<file path="config.mk">
export PLATFORM = sky130hd
export DESIGN_NAME = rmii_rx
export DESIGN_NICKNAME = d
export VERILOG_FILES = /design/src/rtl/rmii_rx.sv
export SDC_FILE = /design/constraint.sdc
export NUM_CORES = 1
export LEC_CHECK = 0
export ABC_AREA = 1
export CORE_MARGIN = 2
export CORE_UTILIZATION = 30
export CTS_CLUSTER_DIAMETER = 80
export DETAILED_ROUTE_END_ITERATION = 12
export GPL_TIMING_DRIVEN = 0
export SLEW_MARGIN = 40
export SYNTH_ARGS = -nofsm -noshare
export SYNTH_HDL_FRONTEND = slang
export SYNTH_SLANG_ARGS = --single-unit
</file>
<file path="constraint.sdc">
create_clock -name clk -period 1.75 [get_ports clk]
set_input_delay 0.35 -clock clk [delete_from_list [all_inputs] [get_ports clk]]
set_output_delay 0.35 -clock clk [all_outputs]
set_load 0.05 [all_outputs]
</file>
<file path="src/rtl/rmii_rx.sv">
// RMII 100 Mb/s receiver: preamble/SFD detection, dibit-to-byte assembly, CRC-32 check,
// and a 5-byte delay line so the FCS is removed before bytes reach the AXI-Stream output.
module rmii_rx #(
    parameter int MAX_BYTES = 1522
) (
    input  logic        clk,
    input  logic        rst_n,
    input  logic        crs_dv,
    input  logic [1:0]  rxd,
    input  logic        rx_er,
    output logic [7:0]  m_axis_tdata,
    output logic        m_axis_tvalid,
    output logic        m_axis_tlast,
    output logic        m_axis_tuser,
    output logic [15:0] frames_ok,
    output logic [15:0] frames_bad
);
    localparam int CW = $clog2(MAX_BYTES + 2);
    localparam logic [CW-1:0] MAX_C  = CW'(MAX_BYTES);
    localparam logic [CW-1:0] HOLD_C = CW'(5);
    localparam logic [CW-1:0] RUNT_C = CW'(6);
    // Good-frame residue, written MSB-first; the register below holds it bit-reflected.
    localparam logic [31:0] RESIDUE = 32'hC704DD7B;

    typedef enum logic [1:0] {IDLE, PREAMBLE, DATA, DROP} state_t;

    state_t        state_q, state_d;
    logic [1:0]    idx_q, idx_d;
    logic [5:0]    shift_q, shift_d;
    logic [CW-1:0] cnt_q, cnt_d;
    logic [31:0]   crc_q, crc_d;
    logic          err_q, err_d;
    logic          low_q, low_d;
    logic [7:0]    dl_q [5];
    logic [7:0]    tdata_q, tdata_d;
    logic          tvalid_q, tvalid_d, tlast_q, tlast_d, tuser_q, tuser_d;
    logic [15:0]   ok_q, ok_d, bad_q, bad_d;
    logic          push, ok_inc, bad_inc;
    logic          frame_end, byte_done;
    logic [7:0]    new_byte;
    logic [31:0]   crc_rev;

    function automatic logic [31:0] crc_byte(input logic [31:0] c, input logic [7:0] b);
        logic [31:0] r;
        r = c;
        for (int k = 0; k < 8; k++) begin
            r = (r >> 1) ^ ((r[0] ^ b[k]) ? 32'hEDB88320 : 32'h0);
        end
        return r;
    endfunction

    assign frame_end = (state_q == DATA) && !crs_dv && (idx_q == 2'd0);
    assign byte_done = (state_q == DATA) && !frame_end && (idx_q == 2'd3);
    assign new_byte  = {rxd, shift_q};
    assign crc_rev   = {<<{crc_q}};

    always_ff @(posedge clk or negedge rst_n) begin
        if (!rst_n) state_q <= IDLE;
        else        state_q <= state_d;
    end

    always_comb begin
        state_d = state_q;
        case (state_q)
            IDLE:     if (crs_dv && rxd == 2'b01) state_d = PREAMBLE;
            PREAMBLE: begin
                if (!crs_dv)             state_d = IDLE;
                else if (rxd == 2'b11)   state_d = DATA;
                else if (rxd == 2'b10)   state_d = DROP;
            end
            DATA: begin
                if (frame_end)                       state_d = IDLE;
                else if (byte_done && cnt_q == MAX_C) state_d = DROP;
            end
            DROP:     if (!crs_dv && low_q) state_d = IDLE;
            default:  state_d = IDLE;
        endcase
    end

    always_comb begin
        idx_d    = idx_q;
        shift_d  = shift_q;
        cnt_d    = cnt_q;
        crc_d    = crc_q;
        err_d    = err_q;
        low_d    = 1'b0;
        push     = 1'b0;
        tdata_d  = tdata_q;
        tvalid_d = 1'b0;
        tlast_d  = 1'b0;
        tuser_d  = 1'b0;
        ok_inc   = 1'b0;
        bad_inc  = 1'b0;
        case (state_q)
            PREAMBLE: if (crs_dv) begin
                if (rxd == 2'b11) begin
                    idx_d = 2'd0;
                    cnt_d = '0;
                    crc_d = 32'hFFFFFFFF;
                    err_d = 1'b0;
                end else if (rxd == 2'b10) begin
                    bad_inc = 1'b1;
                end
            end
            DATA: begin
                if (rx_er) err_d = 1'b1;
                if (frame_end) begin
                    if (cnt_q < RUNT_C) begin
                        bad_inc = 1'b1;
                    end else begin
                        // The four bytes still held are the FCS and are dropped here.
                        tvalid_d = 1'b1;
                        tlast_d  = 1'b1;
                        tdata_d  = dl_q[4];
                        tuser_d  = (crc_rev != RESIDUE) || err_q || rx_er;
                        ok_inc   = !tuser_d;
                        bad_inc  = tuser_d;
                    end
                end else begin
                    idx_d   = idx_q + 2'd1;
                    shift_d = {rxd, shift_q[5:2]};
                    if (idx_q == 2'd3) begin
                        push  = 1'b1;
                        cnt_d = cnt_q + CW'(1);
                        crc_d = crc_byte(crc_q, new_byte);
                        if (cnt_q >= HOLD_C) begin
                            tvalid_d = 1'b1;
                            tdata_d  = dl_q[4];
                            if (cnt_q == MAX_C) begin
                                tlast_d = 1'b1;
                                tuser_d = 1'b1;
                            end
                        end
                        if (cnt_q == MAX_C) bad_inc = 1'b1;
                    end
                end
            end
            DROP:    low_d = !crs_dv;
            default: ;
        endcase
        ok_d  = (ok_inc  && ok_q  != 16'hFFFF) ? ok_q  + 16'd1 : ok_q;
        bad_d = (bad_inc && bad_q != 16'hFFFF) ? bad_q + 16'd1 : bad_q;
    end

    always_ff @(posedge clk or negedge rst_n) begin
        if (!rst_n) begin
            idx_q    <= '0;
            shift_q  <= '0;
            cnt_q    <= '0;
            crc_q    <= 32'hFFFFFFFF;
            err_q    <= 1'b0;
            low_q    <= 1'b0;
            tdata_q  <= '0;
            tvalid_q <= 1'b0;
            tlast_q  <= 1'b0;
            tuser_q  <= 1'b0;
            ok_q     <= '0;
            bad_q    <= '0;
            for (int k = 0; k < 5; k++) dl_q[k] <= '0;
        end else begin
            idx_q    <= idx_d;
            shift_q  <= shift_d;
            cnt_q    <= cnt_d;
            crc_q    <= crc_d;
            err_q    <= err_d;
            low_q    <= low_d;
            tdata_q  <= tdata_d;
            tvalid_q <= tvalid_d;
            tlast_q  <= tlast_d;
            tuser_q  <= tuser_d;
            ok_q     <= ok_d;
            bad_q    <= bad_d;
            if (push) begin
                dl_q[0] <= new_byte;
                for (int k = 1; k < 5; k++) dl_q[k] <= dl_q[k-1];
            end
        end
    end

    assign m_axis_tdata  = tdata_q;
    assign m_axis_tvalid = tvalid_q;
    assign m_axis_tlast  = tlast_q;
    assign m_axis_tuser  = tuser_q;
    assign frames_ok     = ok_q;
    assign frames_bad    = bad_q;
endmodule

</file>
## Word-level counts from Yosys, hierarchy flattened

Index checks and enable logic that the tools add are counted.

| operators by class | value |
|---|---|
| muxes and demuxes | 65 |
| eq/ne operators | 21 |
| reduce and logical (&&, ||, !) cells | 25 |
| bitwise logic cells | 17 |
| order comparisons | 2 |
| divide/modulo/power cells | 0 |
| $add $sub $neg | 4 |
| shift operators | 0 |
| multipliers | 0 |

Operators by type and width:

| cell | count |
|---|---|
| two-way mux 32 bit | 12 |
| XOR 31 x 32 -> 32 bit | 8 |
| case mux 32 bit (2 select lines) | 1 |
| two-way mux 11 bit | 4 |
| adder 16 x 1 -> 16 bit, second input constant | 2 |
| two-way mux 8 bit | 4 |
| != test 16 bit, second input constant | 2 |
| != test 32 bit, second input constant | 1 |
| two-way mux 1 bit | 29 |
| case mux 11 bit (2 select lines) | 1 |
| two-way mux 2 bit | 10 |
| AND reduction 4 bit | 4 |
| != test 2 bit, second input constant | 7 |
| adder 11 x 1 -> 11 bit, second input constant | 1 |
| == test 11 bit, second input constant | 1 |
| greater-or-equal comparator 11 x 3 -> 1 bit, second input constant | 1 |
| less-than comparator 11 x 3 -> 1 bit, second input constant | 1 |
| == test 2 bit, second input constant | 5 |
| logical AND 1 bit | 9 |
| case mux 2 bit (4 select lines) | 1 |
| XOR 1 bit | 8 |
| nonzero test 2 bit | 3 |
| AND reduction 5 bit | 1 |
| == test 2 x 1 -> 1 bit, second input constant | 2 |
| 11 further kinds | 16 |

| storage, ports and cells | value |
|---|---|
| memory bits (writable) | 0 |
| bits of input ports | 6 |
| memories kept | 0 |
| output and inout port bits | 43 |
| bits in latches | 0 |
| word-level logic and storage cells | 152 |
| bits in read-only memories | 0 |
| register bits | 138 |

## Longest topological paths before layout

| logic depth | value |
|---|---|
| depth in word-level cells | 27 |
| depth in mapped cells | 14 |
| depth with buffers taken out | 13 |

## Worst setup path after synthesis

No wires, ideal clock.

| timing path | value |
|---|---|
| path kind | flip-flop to flip-flop |
| start | register bad_q[0] (netlist: frames_bad[0]) |
| end | register bad_q[5] (netlist: frames_bad[5]) |
| data arrival time | 1.994 ns |
| data required time | 1.630 ns |
| library setup time | 0.120 ns |
| setup slack | -0.364 ns |
| stages on the path, launching flop included | 9 |
| buffers on the path | 1 |
| period minus slack after synthesis | 2.114 ns |
| cell sequence | dfrtp_1 -> ha_1 -> nand3_1 -> nor2_1 -> nand3_1 -> nand3b_4 -> clkbuf_1 -> nand4_1 -> nand2_1 |

| on the way | value |
|---|---|
| longest elaborated chain between the ends | 2 |
| elaborated cells on any way between the ends | 3 |
| those cells by class | add/sub: 1; eq/ne: 1; reduce/logical: 1 |

RTL lines:

| item | RTL line | RTL |
|---|---|---|
| start, declared | 37 | `logic [15:0] ok_q, ok_d, bad_q, bad_d;` |
| start signal, assigned | 158 | `bad_q <= '0;` |
| start signal, assigned | 172 | `bad_q <= bad_d;` |
| parallel branches: the longest is 2 deep, another holds adder 16 x 1 -> 16 bit | n/a |  |

Several ways; the timed one is not identified.
A chain may end at the register's enable or synchronous reset.

## Final worst setup path

| timing path | value |
|---|---|
| start | register crc_q[19] |
| end | register bad_q[10] (netlist: frames_bad[10]) |

| on the way | value |
|---|---|
| longest elaborated chain between the ends | 7 |

RTL lines:

| item | RTL line | RTL |
|---|---|---|
| start, declared | 31 | `logic [31:0] crc_q, crc_d;` |
| start signal, assigned | 164 | `crc_q <= crc_d;` |
| != test 32 bit | 115 | `tuser_d = (crc_rev != RESIDUE) \|\| err_q \|\| rx_er;` |
| logical OR 1 bit (2 in a row) | 115 |  |
| two-way mux 1 bit | 108 | `if (cnt_q < RUNT_C) begin` |
| two-way mux 1 bit | 107 | `if (frame_end) begin` |
| case mux 1 bit (2 select lines) | 94 | `case (state_q)` |
| logical AND 1 bit | 142 | `bad_d = (bad_inc && bad_q != 16'hFFFF) ? bad_q + 16'd1 : bad_q;` |

Every way passes these cells.

==> results.sh <==
export IMPL_final_cell_mix="nand2_1, dfrtp_1, inv_1"
export IMPL_start_kind="register"
export IMPL_tritoncts="yes"
export IMPL_viasPerCell=4.87
export IMPL_slowest_stage="dfstp_2"
export IMPL_grt_ovfl_total=0
export IMPL_dpl_cell_count=1365
export IMPL_cp_startpoint="crc_q[19]"
export IMPL_setup_ws_ps=-214
export IMPL_drtIter0Drc=436
export IMPL_crit_path_end_kind="register"
export IMPL_post_layout_nonfiller_instances=1485
export IMPL_cts_max_level=4
export IMPL_drtPass1Iterations=5
export IMPL_tightest_slew_ps=494
export IMPL_reg2reg_slack_ps=-210
export IMPL_place_port_buffers=47
export IMPL_grt_setup_unrepaired="yes"
export IMPL_die_width_um=164
export IMPL_violations="setup timing"
export IMPL_final_layout_size_suffix_gt1_share_pct=36.9
export IMPL_min_period_ps=1960
export IMPL_fill_cells=2332
export IMPL_ys_types=42
export IMPL_cts_buffers=17
export IMPL_crit_type="reg2reg"
export IMPL_synth_top_family_by_area="simple AND/OR/NAND/NOR gates"
export IMPL_hold_ws_ps=259
export IMPL_cp_required_ps=2120
export IMPL_max_cap_viol_count=0
export IMPL_ys_seq_area_share_pct=45.5
export IMPL_yosys_area_share_adder_pct=1.95
export IMPL_antenna_found_initial=0
export IMPL_synth_xor_area_share_pct=9.22
export IMPL_hp_class="in2reg"
export IMPL_pin_count=49
export IMPL_final_period_utilization_pct=112
export IMPL_synthCells=986
export IMPL_dieArea_mm2=0.0269
export IMPL_grt_pass1_vias=7053
export IMPL_clock_fmax_mhz=509
export IMPL_avgSynthCellArea_um2=7.79
export IMPL_stdcell_area_mm2=0.0112
export IMPL_yosys_warnings=0
export IMPL_fin_nets=1160
export IMPL_clock_sinks=138
export IMPL_worstSetupEndpoint="frames_bad[10]"
export IMPL_critPathMaxFanout=5
export IMPL_grt_use_met3_pct=4.32
export IMPL_cts_buffer_depth=2
export IMPL_gp_congestion=0.900
export IMPL_route_detailed_drc=0
export IMPL_power_total_mw=20.5
export IMPL_fin_worst_skew_ps=13.9
export IMPL_grtUsageTotal_pct=16.7
export IMPL_detailedPlace_worstSlack_ps=-677
export IMPL_vias=7233
export IMPL_area_growth_pct=46.2
export IMPL_gr_usage_met2_pct=27.6
export IMPL_initial_utilization_pct=30.5
export IMPL_antennaDiodeCount=0
export IMPL_final_common_cell="nand2_1"
export IMPL_use_met1_pct=20.8
export IMPL_power_leakage_nw=5.20
export IMPL_grt_pass1_wl_um=35400
export IMPL_r2r_start="crc_q[19]"
export IMPL_grt_start_max_net_pins=57
export IMPL_top_usage_layer="met2"
export IMPL_final_antenna_net_count=0
export IMPL_synth_area_mux_share_pct=0
export IMPL_wl_um=22500
export IMPL_power_density_mw_per_mm2=1820
export IMPL_root_buffer="clkbuf_16"
export IMPL_max_vdd_ir_drop_v=0.000909
export IMPL_insertion_delay_ps=440
export IMPL_synth_simple_area_share_pct=28.7
export IMPL_max_slew_margin_pct=67.2
export IMPL_synth_enable_flop_cells=0
export IMPL_synth_compound_area_share_pct=7.35
export IMPL_status="complete, but fails checks"
export IMPL_crit_chain="inv_2, nor2_4, nand2_1, nor2_1, nand2_2, nor2_4, nand3_4, nand2_4, nand2_4, nand3_4, buf_12, buf_8, nand2_2, nand2_1"
export IMPL_arrival_ps=2330
export IMPL_ys_ff_latch=138
export IMPL_crit_path_max_incr_delay_ps=530
export IMPL_mappedNetlistArea_mm2=0.00768
export IMPL_rows=58
export IMPL_die_h_um=164
export IMPL_hpwl_um=13900
export IMPL_path_clk_slew_ps=60
export IMPL_reg2regPathDepth=14
export IMPL_drt_wirelength_per_cell_um=15.2
export IMPL_synthFlopType="dfrtp_1"
export IMPL_placed_area_mm2=0.00868
export IMPL_syn_num_nets=1004
export IMPL_slew_violations=0
export IMPL_worstReg2RegEnd="frames_bad[10]"
export IMPL_finalSetupViolCount=68
export IMPL_async_flop_share_pct=100
export IMPL_core_mm2=0.0252
export IMPL_hold_violations=0
[synth_stat cells, types with 2 or more instances]
cell type | number | area share (%)
nand4_1 | 38 | 3.1
a211oi_1 | 2 | 0.20
buf_1 | 2 | 0.098
xnor2_2 | 2 | 0.42
nor3_1 | 20 | 1.3
a22oi_1 | 2 | 0.20
xor2_1 | 56 | 6.4
nor3b_1 | 2 | 0.20
inv_2 | 6 | 0.29
dfstp_2 | 32 | 11
o21ai_0 | 44 | 2.9
nand2_2 | 8 | 0.65
nand2_1 | 299 | 15
o21bai_1 | 2 | 0.20
nand3b_1 | 2 | 0.20
ha_1 | 12 | 2.0
buf_4 | 2 | 0.20
o22ai_1 | 3 | 0.24
buf_6 | 2 | 0.29
dfrtp_1 | 106 | 35
buf_2 | 7 | 0.46
nor2_1 | 89 | 4.3
xnor2_1 | 18 | 2.1
o31ai_1 | 3 | 0.29
nand3_4 | 2 | 0.46
a21oi_1 | 30 | 2.0
a31oi_1 | 3 | 0.24
o21ai_1 | 11 | 0.72
inv_1 | 105 | 5.1
nand3_1 | 49 | 3.2
clkbuf_1 | 16 | 0.78
[how the worst min path moves through the flow]
stage,cells after the start,from,endpoint
finish,3,rxd[0],shift_q[4]
global route,3,rxd[0],shift_q[4]
global placement,2,dl_q[3],m_axis_tdata[3]
CTS,3,rxd[0],shift_q[4]
detailed placement,1,rst_n,dl_q[4]
floorplan,0,rst_n,cnt_q[0]
[logic make-up (layout without fill, tap and decap cells)]
group | Yosys count | in the layout
and+or+nand+nor | 514 | 514
buffers and inverters | 141 | 310
DFF | 138 | 138
AOI/OAI and AO/OA | 104 | 104
xor gates and xnor gates | 77 | 77
adders and majority gates | 12 | 12
[where the power goes]
group	switching, mW	internal [mW]	total, mW	leakage, nW
registers	0.686	4.09	4.77	1.77
clock network	1.47	2.28	3.75	0.297
logic	7.01	4.96	12.0	3.14
[critical path: cells and delay by family, from the launching register on]
family	cells	cell delay (ps)
AND/OR/NAND/NOR	11	1060
buffers and inverters	3	300
flip-flops	1	530
[final cells by class]
| type | instances | area [µm²] | area share, % |
|---|---|---|---|
| inverters | 112 | 445 | 3.97 |
| repair buffers | 138 | 1340 | 12.0 |
| clock inverters | 14 | 169 | 1.50 |
| plain buffers | 28 | 282 | 2.51 |
| multi-input cells | 707 | 4630 | 41.2 |
| well taps | 330 | 413 | 3.68 |
| clock buffers | 18 | 439 | 3.91 |
| flip-flops and latches | 138 | 3510 | 31.2 |
[routing by layer]
| metal | part of all wire (%) | vias to the layer above |
|---|---|---|
| met3 | 5.7 | 66 |
| met2 | 48 | 185 |
| met4 | 3.2 | 0 |
| li1 | - | 3470 |
| met1 | 43 | 3512 |
| met5 | 0 | - |
[sequential cells by signal, summed over array words and instances (netlist names)]
| name | cells |
|---|---|
| m_axis_tuser | 1 |
| state_q | 2 |
| m_axis_tvalid | 1 |
| cnt_q | 11 |
| crc_q | 32 |
| frames_ok | 16 |
| shift_q | 6 |
| idx_q | 2 |
| m_axis_tlast | 1 |
| m_axis_tdata | 8 |
| frames_bad | 16 |
| err_q | 1 |
| low_q | 1 |
| dl_q | 40 |
[through the flow]
stage,utilization (%),TNS [ps]
3_3_place_gp,34.2,-733750
6_report,44.6,-6880
2_1_floorplan,-,-930
3_5_place_dp,34.5,-46280
5_1_grt,44.6,-12110
4_1_cts,42.1,-7340
[what timing repair did]
item	4_1_cts	5_1_grt
hold buffers	1	0
gates resized for setup	268	182
pin swaps	40	57
gates cloned	6	0
endpoints found under the setup margin	139	153
setup buffers	59	26
hold endpoints to repair	10	0
Note: power is estimated with default switching activity, not from simulation.
